$ cat src/rtl/triangle_scan_gen_pkg.sv
// Shared definitions for the triangle scan generator slice.
// Contents: FP16 format constants, coordinate width, scan FSM state
// encoding and small min/max helpers used by the bounding-box setup.
package triangle_scan_gen_pkg;

  localparam int FP16_W   = 16;
  localparam int FP16_BIAS = 15;
  localparam int COORD_W  = 16;

  typedef logic [COORD_W-1:0] coord_t;
  typedef logic [FP16_W-1:0]  fp16_t;

  typedef enum logic [1:0] {
    ST_IDLE  = 2'd0,
    ST_SETUP = 2'd1,
    ST_SCAN  = 2'd2
  } scan_state_t;

  function automatic coord_t min3(input coord_t a, input coord_t b, input coord_t c);
    coord_t m;
    m = (a < b) ? a : b;
    return (c < m) ? c : m;
  endfunction

  function automatic coord_t max3(input coord_t a, input coord_t b, input coord_t c);
    coord_t m;
    m = (a > b) ? a : b;
    return (c > m) ? c : m;
  endfunction

endpackage

$ cat src/rtl/triangle_scan_gen_if.sv
// Bus interfaces for the triangle scan generator.
//  triangle_scan_gen_tri_if : upstream triangle handoff
//    tri_nd (valid), tri_rfd (ready), v1_x..v3_y integer vertex coords.
//    master = triangle source, slave = scan generator.
//  triangle_scan_gen_pix_if : downstream pixel stream
//    nd (valid), ds_rfd (ready), p_x/p_y FP16, pix_x/pix_y integer,
//    last, o_v1_x..o_v3_y FP16 vertices.
//    master = scan generator, slave = barycentric stage.
interface triangle_scan_gen_tri_if;
  import triangle_scan_gen_pkg::*;

  logic   tri_nd;
  logic   tri_rfd;
  coord_t v1_x, v1_y, v2_x, v2_y, v3_x, v3_y;

  modport master (
    output tri_nd, v1_x, v1_y, v2_x, v2_y, v3_x, v3_y,
    input  tri_rfd
  );

  modport slave (
    input  tri_nd, v1_x, v1_y, v2_x, v2_y, v3_x, v3_y,
    output tri_rfd
  );
endinterface

interface triangle_scan_gen_pix_if;
  import triangle_scan_gen_pkg::*;

  logic   nd;
  logic   ds_rfd;
  fp16_t  p_x, p_y;
  coord_t pix_x, pix_y;
  logic   last;
  fp16_t  o_v1_x, o_v1_y, o_v2_x, o_v2_y, o_v3_x, o_v3_y;

  modport master (
    output nd, p_x, p_y, pix_x, pix_y, last,
           o_v1_x, o_v1_y, o_v2_x, o_v2_y, o_v3_x, o_v3_y,
    input  ds_rfd
  );

  modport slave (
    input  nd, p_x, p_y, pix_x, pix_y, last,
           o_v1_x, o_v1_y, o_v2_x, o_v2_y, o_v3_x, o_v3_y,
    output ds_rfd
  );
endinterface

$ cat src/rtl/triangle_scan_gen_int_to_fp16.sv
// int_to_fp16: combinational unsigned 16-bit integer to IEEE FP16.
//  value_in : unsigned integer
//  fp_out   : FP16 encoding; exact for 0..2047, larger values truncate
//             the mantissa (exponent never overflows since msb <= 15).
module int_to_fp16
  import triangle_scan_gen_pkg::*;
(
  input  coord_t value_in,
  output fp16_t  fp_out
);

  logic [3:0]  msb;
  coord_t      aligned;
  logic [4:0]  exp_field;

  // Locate the leading one, then shift it to bit 15 so the bits below it
  // fall straight into the 10-bit mantissa field.
  always_comb begin
    msb = '0;
    for (int i = 0; i < COORD_W; i++) begin
      if (value_in[i]) msb = 4'(i);
    end
    aligned   = value_in << (4'd15 - msb);
    exp_field = 5'(FP16_BIAS) + {1'b0, msb};
    if (value_in == '0) fp_out = '0;
    else                fp_out = {1'b0, exp_field, aligned[14:5]};
  end

endmodule

$ cat src/rtl/triangle_scan_gen.sv
// triangle_scan_gen: accepts one triangle, computes its screen-clamped
// bounding box and walks it in raster order, one candidate pixel per
// transfer.
//  clk, rst  : clock, synchronous active-high reset
//  tri_bus   : triangle input (tri_nd/tri_rfd handshake, six vertex coords)
//  pix_bus   : pixel output (nd/ds_rfd handshake, FP16 + integer pixel,
//              last flag, FP16 copies of the captured vertices)
module triangle_scan_gen
  import triangle_scan_gen_pkg::*;
#(
  parameter int SCREEN_W = 640,
  parameter int SCREEN_H = 480
) (
  input logic                     clk,
  input logic                     rst,
  triangle_scan_gen_tri_if.slave  tri_bus,
  triangle_scan_gen_pix_if.master pix_bus
);

  localparam coord_t MAX_X = coord_t'(SCREEN_W - 1);
  localparam coord_t MAX_Y = coord_t'(SCREEN_H - 1);

  scan_state_t state, next_state;

  coord_t vx [3];
  coord_t vy [3];
  coord_t min_x, max_x, max_y;
  coord_t x, y;

  coord_t setup_min_x, setup_min_y, setup_max_x, setup_max_y;
  logic   bbox_empty;
  logic   at_last;
  logic   accept;
  logic   transfer;

  // Bounding box of the captured vertices; max is clamped to the screen,
  // while a min beyond the screen means nothing is visible at all.
  always_comb begin
    setup_min_x = min3(vx[0], vx[1], vx[2]);
    setup_min_y = min3(vy[0], vy[1], vy[2]);
    setup_max_x = max3(vx[0], vx[1], vx[2]);
    setup_max_y = max3(vy[0], vy[1], vy[2]);
    if (setup_max_x > MAX_X) setup_max_x = MAX_X;
    if (setup_max_y > MAX_Y) setup_max_y = MAX_Y;
    bbox_empty = (setup_min_x > MAX_X) || (setup_min_y > MAX_Y);
  end

  assign at_last = (x == max_x) && (y == max_y);

  always_ff @(posedge clk) begin
    if (rst) state <= ST_IDLE;
    else     state <= next_state;
  end

  always_comb begin
    next_state = state;
    accept     = 1'b0;
    transfer   = 1'b0;
    case (state)
      ST_IDLE: begin
        if (tri_bus.tri_nd) begin
          accept     = 1'b1;
          next_state = ST_SETUP;
        end
      end
      ST_SETUP: begin
        next_state = bbox_empty ? ST_IDLE : ST_SCAN;
      end
      ST_SCAN: begin
        if (pix_bus.ds_rfd) begin
          transfer = 1'b1;
          if (at_last) next_state = ST_IDLE;
        end
      end
      default: next_state = ST_IDLE;
    endcase
  end

  // Vertex capture, bbox load and raster counters. The final pixel stays
  // on the outputs after the scan; counters only move on a real transfer.
  always_ff @(posedge clk) begin
    if (rst) begin
      for (int i = 0; i < 3; i++) begin
        vx[i] <= '0;
        vy[i] <= '0;
      end
      min_x <= '0;
      max_x <= '0;
      max_y <= '0;
      x     <= '0;
      y     <= '0;
    end else begin
      if (accept) begin
        vx[0] <= tri_bus.v1_x;
        vy[0] <= tri_bus.v1_y;
        vx[1] <= tri_bus.v2_x;
        vy[1] <= tri_bus.v2_y;
        vx[2] <= tri_bus.v3_x;
        vy[2] <= tri_bus.v3_y;
      end
      if (state == ST_SETUP && !bbox_empty) begin
        min_x <= setup_min_x;
        max_x <= setup_max_x;
        max_y <= setup_max_y;
        x     <= setup_min_x;
        y     <= setup_min_y;
      end
      if (transfer && !at_last) begin
        if (x < max_x) begin
          x <= x + 16'd1;
        end else begin
          x <= min_x;
          y <= y + 16'd1;
        end
      end
    end
  end

  assign tri_bus.tri_rfd = (state == ST_IDLE);
  assign pix_bus.nd      = (state == ST_SCAN);
  assign pix_bus.last    = (state == ST_SCAN) && at_last;
  assign pix_bus.pix_x   = x;
  assign pix_bus.pix_y   = y;

  int_to_fp16 u_fp_px (.value_in(x), .fp_out(pix_bus.p_x));
  int_to_fp16 u_fp_py (.value_in(y), .fp_out(pix_bus.p_y));

  int_to_fp16 u_fp_v1x (.value_in(vx[0]), .fp_out(pix_bus.o_v1_x));
  int_to_fp16 u_fp_v1y (.value_in(vy[0]), .fp_out(pix_bus.o_v1_y));
  int_to_fp16 u_fp_v2x (.value_in(vx[1]), .fp_out(pix_bus.o_v2_x));
  int_to_fp16 u_fp_v2y (.value_in(vy[1]), .fp_out(pix_bus.o_v2_y));
  int_to_fp16 u_fp_v3x (.value_in(vx[2]), .fp_out(pix_bus.o_v3_x));
  int_to_fp16 u_fp_v3y (.value_in(vy[2]), .fp_out(pix_bus.o_v3_y));

endmodule

$ cat src/flat_wrapper.sv
// flat-port wrapper written by rule: the top's interface ports become plain ports
module triangle_scan_gen_flat import triangle_scan_gen_pkg::*;
#(
  parameter int SCREEN_W = 640,
  parameter int SCREEN_H = 480
)
  (clk, rst, tri_bus_tri_nd, tri_bus_v1_x, tri_bus_v1_y, tri_bus_v2_x, tri_bus_v2_y, tri_bus_v3_x, tri_bus_v3_y, tri_bus_tri_rfd, pix_bus_nd, pix_bus_p_x, pix_bus_p_y, pix_bus_pix_x, pix_bus_pix_y, pix_bus_last, pix_bus_o_v1_x, pix_bus_o_v1_y, pix_bus_o_v2_x, pix_bus_o_v2_y, pix_bus_o_v3_x, pix_bus_o_v3_y, pix_bus_ds_rfd);
  triangle_scan_gen_tri_if tri_bus_i ();
  triangle_scan_gen_pix_if pix_bus_i ();
  input logic clk;
  input logic rst;
  input wire logic [$bits(tri_bus_i.tri_nd)-1:0] tri_bus_tri_nd;
  input wire logic [$bits(tri_bus_i.v1_x)-1:0] tri_bus_v1_x;
  input wire logic [$bits(tri_bus_i.v1_y)-1:0] tri_bus_v1_y;
  input wire logic [$bits(tri_bus_i.v2_x)-1:0] tri_bus_v2_x;
  input wire logic [$bits(tri_bus_i.v2_y)-1:0] tri_bus_v2_y;
  input wire logic [$bits(tri_bus_i.v3_x)-1:0] tri_bus_v3_x;
  input wire logic [$bits(tri_bus_i.v3_y)-1:0] tri_bus_v3_y;
  output wire logic [$bits(tri_bus_i.tri_rfd)-1:0] tri_bus_tri_rfd;
  output wire logic [$bits(pix_bus_i.nd)-1:0] pix_bus_nd;
  output wire logic [$bits(pix_bus_i.p_x)-1:0] pix_bus_p_x;
  output wire logic [$bits(pix_bus_i.p_y)-1:0] pix_bus_p_y;
  output wire logic [$bits(pix_bus_i.pix_x)-1:0] pix_bus_pix_x;
  output wire logic [$bits(pix_bus_i.pix_y)-1:0] pix_bus_pix_y;
  output wire logic [$bits(pix_bus_i.last)-1:0] pix_bus_last;
  output wire logic [$bits(pix_bus_i.o_v1_x)-1:0] pix_bus_o_v1_x;
  output wire logic [$bits(pix_bus_i.o_v1_y)-1:0] pix_bus_o_v1_y;
  output wire logic [$bits(pix_bus_i.o_v2_x)-1:0] pix_bus_o_v2_x;
  output wire logic [$bits(pix_bus_i.o_v2_y)-1:0] pix_bus_o_v2_y;
  output wire logic [$bits(pix_bus_i.o_v3_x)-1:0] pix_bus_o_v3_x;
  output wire logic [$bits(pix_bus_i.o_v3_y)-1:0] pix_bus_o_v3_y;
  input wire logic [$bits(pix_bus_i.ds_rfd)-1:0] pix_bus_ds_rfd;
  assign tri_bus_i.tri_nd = tri_bus_tri_nd;
  assign tri_bus_i.v1_x = tri_bus_v1_x;
  assign tri_bus_i.v1_y = tri_bus_v1_y;
  assign tri_bus_i.v2_x = tri_bus_v2_x;
  assign tri_bus_i.v2_y = tri_bus_v2_y;
  assign tri_bus_i.v3_x = tri_bus_v3_x;
  assign tri_bus_i.v3_y = tri_bus_v3_y;
  assign tri_bus_tri_rfd = tri_bus_i.tri_rfd;
  assign pix_bus_nd = pix_bus_i.nd;
  assign pix_bus_p_x = pix_bus_i.p_x;
  assign pix_bus_p_y = pix_bus_i.p_y;
  assign pix_bus_pix_x = pix_bus_i.pix_x;
  assign pix_bus_pix_y = pix_bus_i.pix_y;
  assign pix_bus_last = pix_bus_i.last;
  assign pix_bus_o_v1_x = pix_bus_i.o_v1_x;
  assign pix_bus_o_v1_y = pix_bus_i.o_v1_y;
  assign pix_bus_o_v2_x = pix_bus_i.o_v2_x;
  assign pix_bus_o_v2_y = pix_bus_i.o_v2_y;
  assign pix_bus_o_v3_x = pix_bus_i.o_v3_x;
  assign pix_bus_o_v3_y = pix_bus_i.o_v3_y;
  assign pix_bus_i.ds_rfd = pix_bus_ds_rfd;
  triangle_scan_gen #(.SCREEN_W(SCREEN_W), .SCREEN_H(SCREEN_H)) u_core (.clk(clk), .rst(rst), .tri_bus(tri_bus_i), .pix_bus(pix_bus_i));
endmodule
$ cat config.mk
export PLATFORM = sky130hd
export DESIGN_NAME = triangle_scan_gen_flat
export DESIGN_NICKNAME = d
export VERILOG_FILES = /design/src/rtl/triangle_scan_gen_pkg.sv /design/src/rtl/triangle_scan_gen_if.sv /design/src/rtl/triangle_scan_gen_int_to_fp16.sv /design/src/rtl/triangle_scan_gen.sv /design/src/flat_wrapper.sv
export SDC_FILE = /design/constraint.sdc
export NUM_CORES = 1
export LEC_CHECK = 0
export CAP_MARGIN = 10
export CORE_MARGIN = 2
export CORE_UTILIZATION = 30
export DETAILED_ROUTE_END_ITERATION = 7
export HOLD_SLACK_MARGIN = 0.05
export PLACE_DENSITY = 0.6
export SLEW_MARGIN = 10
export SYNTH_ARGS = -nofsm -noshare
export SYNTH_HDL_FRONTEND = slang
export SYNTH_SLANG_ARGS = --single-unit
export TNS_END_PERCENT = 100
$ cat constraint.sdc
create_clock -name clk -period 6.6 [get_ports clk]
set_input_delay 1.65 -clock clk [delete_from_list [all_inputs] [get_ports clk]]
set_output_delay 1.65 -clock clk [all_outputs]
set_load 0.005 [all_outputs]
### After elaboration in Yosys (flattened, before gate mapping)

Memory sizes are Yosys's and may differ from the RTL's.
Index checks and enable logic that the tools add are counted.

* bits in writable memories: 96
* logic and storage cells: 242
* output and inout bits: 163
* memories kept: 2
* bits in registers: 82
* input port bits: 100

* bitwise logic cells: 6
* magnitude comparators: 13
* mux-type cells: 164
* add/subtract/negate cells: 18
* reduce and logical (&&, ||, !) cells: 18
* eq/ne operators: 7
* shift operators: 8

Memories
* u_core.vx: words 3, width 16, read ports 3, clocked after Yosys merged registers in 0, write ports 3, RTL line triangle_scan_gen.sv:25 `coord_t vx [3];`
* u_core.vy: words 3, width 16, read ports 3, clocked after Yosys merged registers in 0, write ports 3, RTL line triangle_scan_gen.sv:26 `coord_t vy [3];`

Operators by type and width (count)
* 4-bit 2-to-1 mux: 112
* 16-bit 2-to-1 mux: 22
* 16-bit logical NOT: 8
* 16-bit by 4-bit << shifter with 15-bit output: 8
* 15-bit 2-to-1 mux: 8
* 16-bit less-than comparator: 5
* 16-bit greater-than comparator: 4
* 4-bit by 4-bit adder with 5-bit output (first input constant): 8
* 16-bit by 1-bit adder with 16-bit output (second input constant): 2
* 16-bit equality test: 2
* 16-bit by 10-bit greater-than comparator with 1-bit output (second input constant): 2
* 16-bit by 9-bit greater-than comparator with 1-bit output (second input constant): 2
* 4-bit subtractor (first input constant): 8
* 1-bit 2-to-1 mux: 17
* 2-bit 2-to-1 mux: 4
* 1-bit OR: 6
* 2-bit case mux with 3 select lines: 1
* 1-bit logical AND: 4
* 2-bit by 1-bit != test with 1-bit output (second input constant): 2
* 3-bit AND reduction: 1
* 2-bit by 1-bit equality test with 1-bit output (second input constant): 1
* 2-bit equality test (second input constant): 1
* 1-bit logical NOT: 2
* 2-bit logical NOT: 1
* 3 further kinds: 3

### Longest topological paths before layout

An unclocked memory read counts as a cell.

* depth in word-level cells: 19
* depth in mapped cells: 23
* gate-level depth less buffers: 19

### By module

From an unflattened synthesis, not the netlist that was laid out.

* cells, all modules: 2344
* area, all modules: 19344.8 µm²

By module, submodules not included
* triangle_scan_gen: cells an instance 1160, seq. area each 4524.3 µm², area an instance 11136.9 µm², times used 1
* int_to_fp16: cells an instance 148, seq. area each 0.0 µm², area an instance 1026.0 µm², times used 8

### Least setup slack after synthesis

No wires, ideal clock.

* path type: reg2reg
* start point: mem u_core.vx[0][28] (netlist bit)
* end point: reg u_core.max_x[7]
* period minus slack after synthesis: 4.976 ns
* setup slack: 1.624 ns
* data required time: 6.530 ns
* stages on the path, launching flop included: 22
* buffers on the path: 3
* arrival: 4.905 ns
* setup time: 0.070 ns
* path through: edfxtp_1 clkbuf_1 inv_1 ha_1 nand4_1 nor4_4 o21ai_2 and3_1 buf_6 a21oi_4 buf_2 mux2i_1 ha_1 a21o_1 a21o_1 a21oi_1 nor2_1 o31ai_2 mux2i_1 nand2b_1 or3_1 a21oi_1

RTL lines
* from (decl): RTL line triangle_scan_gen.sv:25
* to (signal assigned): RTL line triangle_scan_gen.sv:103 `max_x <= setup_max_x;`
* to (decl): RTL line triangle_scan_gen.sv:27 `coord_t min_x, max_x, max_y;`

==> flow_summary.json <==
{
  "status": "complete, no violations",
  "fill_cells": 5964,
  "cts_root_buf": "clkbuf_16",
  "drive_gt1_share_pct": 6.29,
  "synth_cell_types": 92,
  "dpl.hpwl_um": 47600,
  "dr.pass1.iters": 7,
  "grt_pass1_vias": 17144,
  "nets": 2625,
  "ys.flop_type": "edfxtp_1",
  "p_seq_share_pct": 32.5,
  "synth-seq-cells": 178,
  "final_util_pct": 37.1,
  "maxCapViolations": 0,
  "end_kind": "register",
  "io_buffers": 254,
  "antenna_found_initial": 0,
  "worstMarginPinSlew_ns": 1.14,
  "path_buf_inv": 1,
  "post_cts_buffers": 0,
  "finalHoldViolCount": 0,
  "antenna_left": 0,
  "gp_congestion": 0.926,
  "clk_latency_ns": 0.46,
  "cp_slowest_cell": "a221oi_1",
  "ios": 263,
  "hold_class": "register to register",
  "routed-via-count": 17606,
  "fin_skew_ns": 0.0129,
  "holdBufCountCts": 0,
  "setup_viol": 0,
  "tritoncts": "built",
  "grt_pass1_wl_um": 96700,
  "leakagePower_nw": 8.40,
  "synth_area_um2": 17500,
  "clkTransAtPathRegs_ns": 0.08,
  "routed_wl_um": 61800,
  "synth_top_cell_by_area": "edfxtp_1",
  "rsz0062_at_grt": "false",
  "dp.cells": 3148,
  "h-tree-depth": 4,
  "grt_overflow": 0,
  "fmaxAchievable_ghz": 0.163,
  "crit_fanout": 14,
  "start_util_pct": 30.3,
  "synth_area_leaders": "edfxtp_1 (16%), mux2i_1 (9.4%), dfxtp_1 (9.4%), ha_1 (8.7%), a21oi_1 (5.9%)",
  "switchingPower_mw": 1.59,
  "combPwrFrac_pct": 44.4,
  "die_area_um2": 60300,
  "final-max-slew-violation-count": 0,
  "r2r_cells": 17,
  "die_h_um": 246,
  "synth_edf_count": 96,
  "cpPeakStageDelay_ns": 0.64,
  "stdcell_count": 3181,
  "worst-path-stages": 17,
  "peakVddDrop_v": 0.000151,
  "cts_made_buffers": 17,
  "synth_common_cells": "nor2_1 (239), a21oi_1 (206), nand2_1 (188), mux2i_1 (165), clkbuf_1 (132)",
  "p_int_mw": 2.55,
  "swShare_pct": 38.4,
  "grt_max_degree": 73,
  "critPathArrivalTime_ns": 6.54,
  "finalCritPeriodShare_pct": 93.0,
  "relSlewSlack_pct": 23.6,
  "cp_cell_sequence": "inv_1, ha_1, nand4_1, nor2_1, a221oi_1, and3_1, mux2i_1, ha_1, and3_1, a22o_1, a2111oi_0, o211ai_1, a211o_1, mux2i_4, a21boi_4, nor2_1, and2_1",
  "wl_per_cell_um": 19.4,
  "ctsResizeCount": 0,
  "multiInputGateArea_um2": 12000,
  "critPathKind": "register to register",
  "final-seq-area_um2": 4520,
  "die-width_um": 246,
  "drc_errors": 0,
  "rows": 88,
  "p_per_area_nw_per_um2": 194,
  "synth-seq-area-share_pct": 25.9,
  "cts.sinks": 178,
  "drt-vias-per-instance": 5.53,
  "setup_tns_ns": 0,
  "startpoint_type": "register",
  "grt.total_usage_pct": 20.0,
  "async_flop_share_pct": 0,
  "clk_path_buf_depth": 2,
  "yosysMostFrequentCell": "nor2_1",
  "crit_family": "compound AO/OA/AOI/OAI gates",
  "postSynthCellCount": 2226,
  "required_ns": 7.00,
  "p_clk_share_pct": 23.1,
  "yosys_warnings": 0,
  "whs_path_depth": 2,
  "initialDrtViolationCount": 1469,
  "fin_crit_ns": 6.14,
  "core-area_um2": 57700,
  "syn_to_final_growth_pct": 22.2,
  "synth_area_per_cell_um2": 7.86,
  "synth_top_area_share_pct": 16.5
}
[metrics by stage]
stage          power [mW]  area (um^2)  setup WS (ns)  hold WS (ns)
2_1_floorplan        2.48        17500           1.62         0.428
3_3_place_gp         3.17        20800          0.641         0.440
3_5_place_dp         3.19        20800          0.607         0.444
4_1_cts              4.16        21400          0.547         0.454
5_1_grt              4.40        21400         0.0204         0.476
6_report             4.15        21400          0.461         0.452
[cell type report]
cell class	count	share of cell area [%]
antenna	1	0.0117
clock buffer	18	2.01
clock inverter	13	0.468
inverter	105	1.84
multi-input combinational	1787	55.9
sequential	178	21.2
tap	765	4.48
timing repair buffer	314	14.1
[state kept, by name (all words and copies together) (netlist names)]
signal,flops
u_core.pix_bus.pix_x,16
u_core.pix_bus.pix_y,16
u_core.max_y,16
u_core.vx,48
u_core.state,2
u_core.vy,48
u_core.min_x,16
u_core.max_x,16
[kinds of logic (layout without fill, tap and decap cells)]
group	Yosys count	after routing	share of synthesized area, %
AO/OA/AOI/OAI	596	596	22.1
XOR/XNOR	42	42	2.10
flip-flops	178	178	25.9
adder cells (fa/ha/maj)	122	122	8.72
multiplexers	195	195	12.0
other	1	9	0.0214
AND/OR/NAND/NOR	824	824	23.0
buffers and inverters	268	450	6.17
[power by group through the flow]
stage               registers, mW  clock network [mW]  logic [mW]
floorplan                    1.30                   0        1.18
global placement             1.37                   0        1.80
detailed placement           1.37                   0        1.82
CTS                          1.34               0.983        1.83
global route                 1.35                1.02        2.02
finish                       1.35               0.958        1.84
[cells in the final DEF (no fill, tap or decap), types with 39 or more instances in the layout]
master / count
clkdlybuf4s50_1: 253
nor2_1: 238
a21oi_1: 206
nand2_1: 187
mux2i_1: 165
ha_1: 122
and2_1: 118
o21ai_0: 103
inv_1: 100
edfxtp_1: 96
dfxtp_1: 82
nor3_1: 59
buf_4: 57
nand3_1: 41
nor4_1: 39
[worst register-to-register path: stages, from the launching register on]
cell and delay [ns]:
edfxtp_1 0.56, inv_1 0.15, ha_1 0.35, nand4_1 0.21, nor2_1 0.07, a221oi_1 0.64
and3_1 0.58, mux2i_1 0.37, ha_1 0.31, and3_1 0.22, a22o_1 0.20, a2111oi_0 0.51
o211ai_1 0.22, a211o_1 0.36, mux2i_4 0.26, a21boi_4 0.21, nor2_1 0.63, and2_1 0.22
[per-layer routing]
metal  track usage (%)  share of wire, %
met1              28.2                47
met2              31.6                45
met3              3.02               6.1
met4              5.76               1.7
met5                 0                 0
[final timing paths]
path / start / slack, ns / endpoint
setup / recovery: u_core.vx[0][30] / 0.46 / u_core.max_y[15]
hold / removal: u_core.max_x[15] / 0.45 / u_core.max_x[15]
setup reg to reg: u_core.vx[0][30] / 0.46 / u_core.max_y[15]
hold reg to reg: u_core.max_x[15] / 0.45 / u_core.max_x[15]
(Power assumes the default switching activity.)
